`src/rtl/uart_rx_byte.sv`:
```
// uart_rx_byte: 8N1 UART receiver that hands each good byte to the downstream FIFO with a one-cycle rx_irq.
// Define UART_RX_PARITY_EN for 8E1 framing (even parity checked before the stop bit).
module uart_rx_byte #(
  parameter int CLKS_PER_BIT = 10417,
  parameter int HALF_BIT = CLKS_PER_BIT / 2
) (
  input logic clock_100M,
  input logic reset,
  input logic rx_serial,
  output logic [7:0] rx_data,
  output logic rx_irq,
  output logic frame_error,
  output logic busy
);
`ifdef UART_RX_PARITY_EN
  typedef enum logic [2:0] {IDLE, START, DATA, PARITY, STOP, WAIT_IDLE} state_t;
`else
  typedef enum logic [2:0] {IDLE, START, DATA, STOP, WAIT_IDLE} state_t;
`endif
  state_t state, state_n;
  logic [1:0] sync;
  logic prev;
  logic [15:0] baud_cnt;
  logic [2:0] bit_cnt;
  logic [7:0] shift;
  logic par_err;
  logic rxs, fell, half_end, bit_end, moving, hold, stop_tick, good;
  assign rxs = sync[1];
  assign fell = prev & ~rxs;
  assign half_end = baud_cnt == 16'(HALF_BIT - 1);
  assign bit_end = baud_cnt == 16'(CLKS_PER_BIT - 1);
  assign moving = state_n != state;
  assign hold = state == IDLE || state == WAIT_IDLE;
  assign stop_tick = state == STOP && bit_end;
  assign good = rxs && !par_err;
  assign busy = state != IDLE;
  always_comb begin
    state_n = state;
    case (state)
      IDLE: state_n = fell ? START : IDLE;
      START: state_n = !half_end ? START : rxs ? IDLE : DATA;
`ifdef UART_RX_PARITY_EN
      DATA: state_n = bit_end && bit_cnt == 3'd7 ? PARITY : DATA;
      PARITY: state_n = bit_end ? STOP : PARITY;
`else
      DATA: state_n = bit_end && bit_cnt == 3'd7 ? STOP : DATA;
`endif
      // leaving at the stop midpoint lets a back-to-back start edge be caught
      STOP: state_n = !bit_end ? STOP : rxs ? IDLE : WAIT_IDLE;
      WAIT_IDLE: state_n = rxs ? IDLE : WAIT_IDLE;
      default: state_n = IDLE;
    endcase
  end
  always_ff @(posedge clock_100M) begin
    if (reset) begin
      state <= IDLE;
      sync <= 2'b11;
      prev <= 1'b1;
      baud_cnt <= '0;
      bit_cnt <= '0;
      shift <= '0;
      rx_data <= '0;
      rx_irq <= 1'b0;
      frame_error <= 1'b0;
    end else begin
      sync <= {sync[0], rx_serial};
      prev <= rxs;
      state <= state_n;
      baud_cnt <= moving || hold || bit_end ? '0 : baud_cnt + 16'd1;
      bit_cnt <= moving ? '0 : bit_cnt + 3'(state == DATA && bit_end);
      if (state == DATA && bit_end) shift[bit_cnt] <= rxs;
      rx_irq <= stop_tick && good;
      frame_error <= stop_tick && !good;
      if (stop_tick && good) rx_data <= shift;
    end
  end
`ifdef UART_RX_PARITY_EN
  always_ff @(posedge clock_100M) begin
    if (reset) par_err <= 1'b0;
    else if (state == PARITY && bit_end) par_err <= ^shift ^ rxs;
  end
`else
  assign par_err = 1'b0;
`endif
endmodule

```
`config.mk`:
```
export PLATFORM = sky130hd
export DESIGN_NAME = uart_rx_byte
export DESIGN_NICKNAME = d
export VERILOG_FILES = /design/src/rtl/uart_rx_byte.sv
export SDC_FILE = /design/constraint.sdc
export NUM_CORES = 1
export LEC_CHECK = 0
export CAP_MARGIN = 20
export CORE_UTILIZATION = 26
export CTS_BUF_LIST = sky130_fd_sc_hd__clkbuf_4 sky130_fd_sc_hd__clkbuf_8
export CTS_CLUSTER_DIAMETER = 120
export CTS_CLUSTER_SIZE = 28
export DETAILED_ROUTE_END_ITERATION = 8
export SLEW_MARGIN = 5
export SYNTH_ARGS = -nofsm -noshare
export SYNTH_HDL_FRONTEND = slang
export SYNTH_SLANG_ARGS = --single-unit
```
`constraint.sdc`:
```
create_clock -name clock_100M -period 3.3 [get_ports clock_100M]
set_clock_uncertainty 0.2 [all_clocks]
set_input_delay 0.66 -clock clock_100M [delete_from_list [all_inputs] [get_ports clock_100M]]
set_output_delay 0.66 -clock clock_100M [all_outputs]
set_load 0.03 [all_outputs]
```
Word-level counts from Yosys, hierarchy flattened
Cells that the tools add are included.
{ "op_classes": {"n_addsub": 2, "magnitude_cmp": 2, "n_eq_ne": 8, "mux": 10, "bitwise_logic": 2, "reduce_logical": 14} }
{ "ops": {"columns": ["cell", "count"], "rows": [
  ["adder 16 x 1 -> 16 bit (second input constant)", 1],
  ["== test 16 x 13 -> 1 bit (second input constant)", 1],
  ["== test 16 x 14 -> 1 bit (second input constant)", 1],
  ["one-hot mux 3 bit (5 select lines)", 1],
  ["bitwise mux 8 bit", 1],
  ["== test 3 x 2 -> 1 bit (second input constant)", 2],
  ["== test 3 bit (second input constant)", 2],
  ["logical AND 1 bit", 6],
  ["two-way mux 3 bit", 2],
  ["less-than comparator 3 x 4 -> 1 bit (second input constant)", 1],
  ["two-way mux 2 bit", 2],
  ["OR reduction 2 bit", 2],
  ["adder 3 x 1 -> 3 bit", 1],
  ["demux 1 bit (select 3 bit)", 1],
  ["== test 3 x 1 -> 1 bit (second input constant)", 1],
  ["greater-or-equal comparator 3 x 1 -> 1 bit (second input constant)", 1],
  ["logical NOT 3 bit", 1],
  ["logical OR 1 bit", 3],
  ["two-way mux 1 bit", 3],
  ["inequality test 3 bit", 1],
  ["nonzero test 3 bit", 1],
  ["AND 1 bit", 1],
  ["logical NOT 1 bit", 1],
  ["NOT 1 bit", 1]
]} }
{ "word_totals": {"regBits": 43, "inputBits": 3, "out_inout_bits": 11, "wordCells": 47} }

Logic depth before layout (Yosys ltp)
{ "depth": {"ltp_word": 8, "depth_mapped": 10, "ltp_nobuf": 10} }

Worst setup path after synthesis
Ideal clock, no wire load.
{ "synth_path": {"path_kind": "register to register", "start": "register baud_cnt[3]", "end": "register bit_cnt[1]", "setup_ps": 135, "t_arrival_ps": 2034, "required_time_ps": 2965, "slack_ps": 931, "stages_incl_launch_ff": 8, "n_path_buf": 0, "synth_period_minus_slack_ps": 2369, "path_cell_list": "dfxtp_1 -> or4b_4 -> nor4_4 -> nand3_4 -> inv_1 -> ha_1 -> ha_1 -> nor3b_1"} }
{ "synth_between": {"elab_chain_cells": 6, "elab_cells_between_ends": 11, "classes_between": "add/sub: 1; eq/ne: 3; mux: 4; reduce/logical: 3"} }
{ "synth_lines": {"columns": ["element", "line", "source"], "rows": [
  ["start: declaration", "23", "logic [15:0] baud_cnt;"],
  ["start signal: assignment", "69", "baud_cnt <= moving || hold || bit_end ? '0 : baud_cnt + 16'd1;"],
  ["== test 16 x 14 -> 1 bit", "31", "assign bit_end = baud_cnt == 16'(CLKS_PER_BIT - 1);"],
  ["logical AND 1 bit", "46", "DATA: state_n = bit_end && bit_cnt == 3'd7 ? STOP : DATA;"],
  ["two-way mux 1 bit", "46", null],
  ["one-hot mux 3 bit (5 select lines)", "39", "case (state)"],
  ["inequality test 3 bit", "32", "assign moving = state_n != state;"],
  ["OR reduction 2 bit (no source line)", null, null],
  ["end signal: assignment", "70", "bit_cnt <= moving ? '0 : bit_cnt + 3'(state == DATA && bit_end);"],
  ["end: declaration", "24", "logic [2:0] bit_cnt;"]
]} }
Parallel ways exist; a longest one is shown, timed or not.
A chain may end at the register's enable or synchronous reset.

Worst setup path after layout
{ "layout_path": {"start": "register state[1]", "end": "output port busy"} }
{ "layout_between": {"elab_chain_cells": 1} }
{ "layout_lines": {"columns": ["element", "line", "source"], "rows": [
  ["start: declaration", "20", "state_t state, state_n;"],
  ["start signal: assignment", "68", "state <= state_n;"],
  ["nonzero test 3 bit", "36", "assign busy = state != IDLE;"],
  ["end: declaration", "13", "output logic busy"]
]} }
No other way between the ends.

==> metrics.csv <==
metric,value,unit
Setup WS pre-CTS,0.671,ns
Max IR drop VDD,0.135,mV
total power,0.000898,W
number of global-route vias before repair,1288,
Net Sw Frac,23.2,%
# resized after CTS,0,
CTS sink count,43,
simple-gate share of the synthesized area,34.0,%
"Setup violations, final",0,
XOR/XNOR share of the synthesized area,6.69,%
Antenna diodes,0,
Placer Congestion,0.761,
Syn Inst Count,207,
Slew Limit Fails,0,
Synth Area per Inst,9.49,um^2
register share of total power,58.3,%
placed insts,311,
Syn-to-layout area delta,16.1,%
Synthesized Nets,214,
Worst EP required,2.44,ns
final worst slack,0.593,ns
initial antenna violation count,0,
Initial Util,26.9,%
GRT Util Overall,10.4,%
post-synthesis compound-gate area fraction,6.31,%
"Min Clock Period, post-route",2.71,ns
maximum buffer depth of the clock tree,2,
fraction of layout cells with a size suffix above 1,9.09,%
CTS tree,built,
Yosys reg bits,43,
"Top FF cell, synth",dfxtp_1,
Setup Buffers After CTS,0,
cell area after synthesis,1960,um^2
status,"finished, final reports clean",
Psw,0.000209,W
Finished Layout Cells,319,
drt via density,4.61,
post-synth top area share,43.8,%
synth warn,0,
worst-margin pin slew,0.520,ns
Critical Path Fanout Max,14,
CTS root buf,clkbuf_8,
Routed Antenna Nets,0,
first-pass GRT wire length,6220,um
fraction of registers with async set/reset,0,%
Die Area,7910,um^2
num rows,31,
fin crit share,82.0,%
H-tree depth,2,
clk_lat worst skew,0.30,ns
via count,1469,
"Reg clk slew, reported paths",0.08,ns
main combinational cell family by area after synthesis,simple AND/OR/NAND/NOR gates,
synth top area cells,"dfxtp_1 (44%), mux2i_1 (4.1%), xor2_1 (4.0%)",
CP startpoint kind,flop,
GRT Residual Overflow,0,
RSZ-0062 raised after global routing,no,
Comb power frac,3.3,%
worst hold path class,flop to flop,
Fmax,0.369,GHz
Buffers on Ports,13,
Clock power frac,38.3,%
LEAKAGE,0.750,nW
Worst Path Arrival,1.85,ns
fillers,787,
DR DRC count,0,
CTS Hold Buffers Added,0,
"Seq/Total Area, Yosys",43.8,%
Total Wirelength,3770,um
die height,88.9,um
WL/cell,11.8,um
"Distinct cells, synth",41,
proportion of synthesized area in mux cells,4.08,%
max-cap violations,0,
Post-Synth Adder-Cell Area,2.55,%
drt initial violations,102,
CP Capture Type,output pin,
Final Net Count,226,
largest net degree at the start of global routing,26,
power per cell area,394,nW/um^2
DRT Pass-1 Iters,4,
post-synth top area cell,dfxtp_1,
Setup CP Type,flop to output pin,
Fin Setup TNS,0,ns
total CTS buffers,5,
number of synthesized flops with an enable pin,0,
DP Wirelength,2570,um
I/O pins,14,
Slew HR,65.3,%
Core ar.,7290,um^2
internal cell power,0.000689,W
Final Hold Vio Count,0,
Die Wd,88.9,um
-- synth_stat cells (all sizes together) (5+ instances only) --
master	n
mux2i	8
o21ai	11
nor4b	5
xnor2	6
nand3b	9
nand2	9
nand2b	9
nor3	10
xor2	9
nand3	9
nor2	19
dfxtp	43
clkbuf	6
-- flip-flops by register name, summed over array words and instances, names as in the netlist --
register     cells
baud_cnt        16
rx_data          8
shift            8
bit_cnt          3
state            3
sync             2
frame_error      1
prev             1
rx_irq           1
-- kinds of logic (layout without fill, tap and decap cells) --
family | count (synthesis) | after routing
buf+inv | 13 | 26
compound gates | 21 | 21
fa+ha+maj | 4 | 4
flops | 43 | 43
simple gates | 103 | 103
xor+xnor | 15 | 15
mux | 8 | 8
-- area by class of cell --
class | instances | area [um^2] | share of cell area [%]
Clock buffer | 6 | 76.3 | 3.35
Clock inverter | 2 | 12.5 | 0.549
Inverter | 4 | 15.0 | 0.659
Multi-Input combinational cell | 151 | 1050 | 46.2
Sequential cell | 43 | 861 | 37.8
Tap cell | 99 | 124 | 5.43
Timing Repair Buffer | 14 | 138 | 6.04
-- metal layers --
layer | vias to the layer above | wire, um | global-route usage [%] | share of wire (%)
met4 | 0 | 92 | 6.16 | 2.4
met2 | 28 | 1600 | 15.0 | 42
met3 | 6 | 146 | 2.59 | 3.9
met5 | - | 0 | 0 | 0
li1 | 766 | - | - | -
met1 | 669 | 1930 | 14.1 | 51
-- through the flow --
stage | utilization [%] | area [um^2] | hold WS [ns]
3_3_place_gp | 30.0 | 2190 | 0.209
4_1_cts | 31.3 | 2280 | 0.231
5_1_grt | 31.3 | 2280 | 0.250
6_report | 31.3 | 2280 | 0.221
2_1_floorplan | - | 1960 | 0.189
3_5_place_dp | 30.0 | 2190 | 0.208
-- power groups by stage --
stage / logic (W) / clock network (W) / registers [W]
floorplan: 0.0000218 / 0 / 0.000534
global placement: 0.0000311 / 0 / 0.000536
detailed placement: 0.0000307 / 0 / 0.000536
CTS: 0.0000308 / 0.000354 / 0.000524
global route: 0.0000331 / 0.000376 / 0.000525
finish: 0.0000299 / 0.000344 / 0.000524
-- placed cells by master (no fill, tap or decap), types with 2 or more instances in the layout --
master,n
dfxtp_1,43
nor2_1,19
clkdlybuf4s50_1,13
o21ai_0,11
nor3_1,10
nand3b_1,9
nand2_1,9
xor2_1,9
nand2b_1,9
nand3_1,8
mux2i_1,8
xnor2_1,6
clkbuf_8,5
inv_1,4
or3_1,4
nor3b_1,4
a21oi_1,4
ha_1,4
nor4_1,3
nor4b_2,3
or2_2,3
nand4_1,3
nor4b_1,2
nor4bb_1,2
and3_1,2
nor2b_1,2
a31oi_1,2
and4b_1,2
and4_1,2
-- final timing paths --
path                          start               endpoint  slack [ns]  depth (start not counted)
max             state[1]$_SDFF_PP0_                   busy        0.59                          2
min              sync[0]$_SDFF_PP1_     sync[1]$_SDFF_PP1_        0.22                          1
max reg2reg  baud_cnt[3]$_SDFF_PP0_  bit_cnt[1]$_SDFF_PP0_        0.76                          7
min reg2reg      sync[0]$_SDFF_PP1_     sync[1]$_SDFF_PP1_        0.22                          1
-- worst max-delay path, cell delays in order (launching register included) --
cell and delay, ns:
dfxtp_1 0.65, or3_1 0.21, clkdlybuf4s50_1 0.69
No activity file was read; power rests on OpenSTA's default activity.
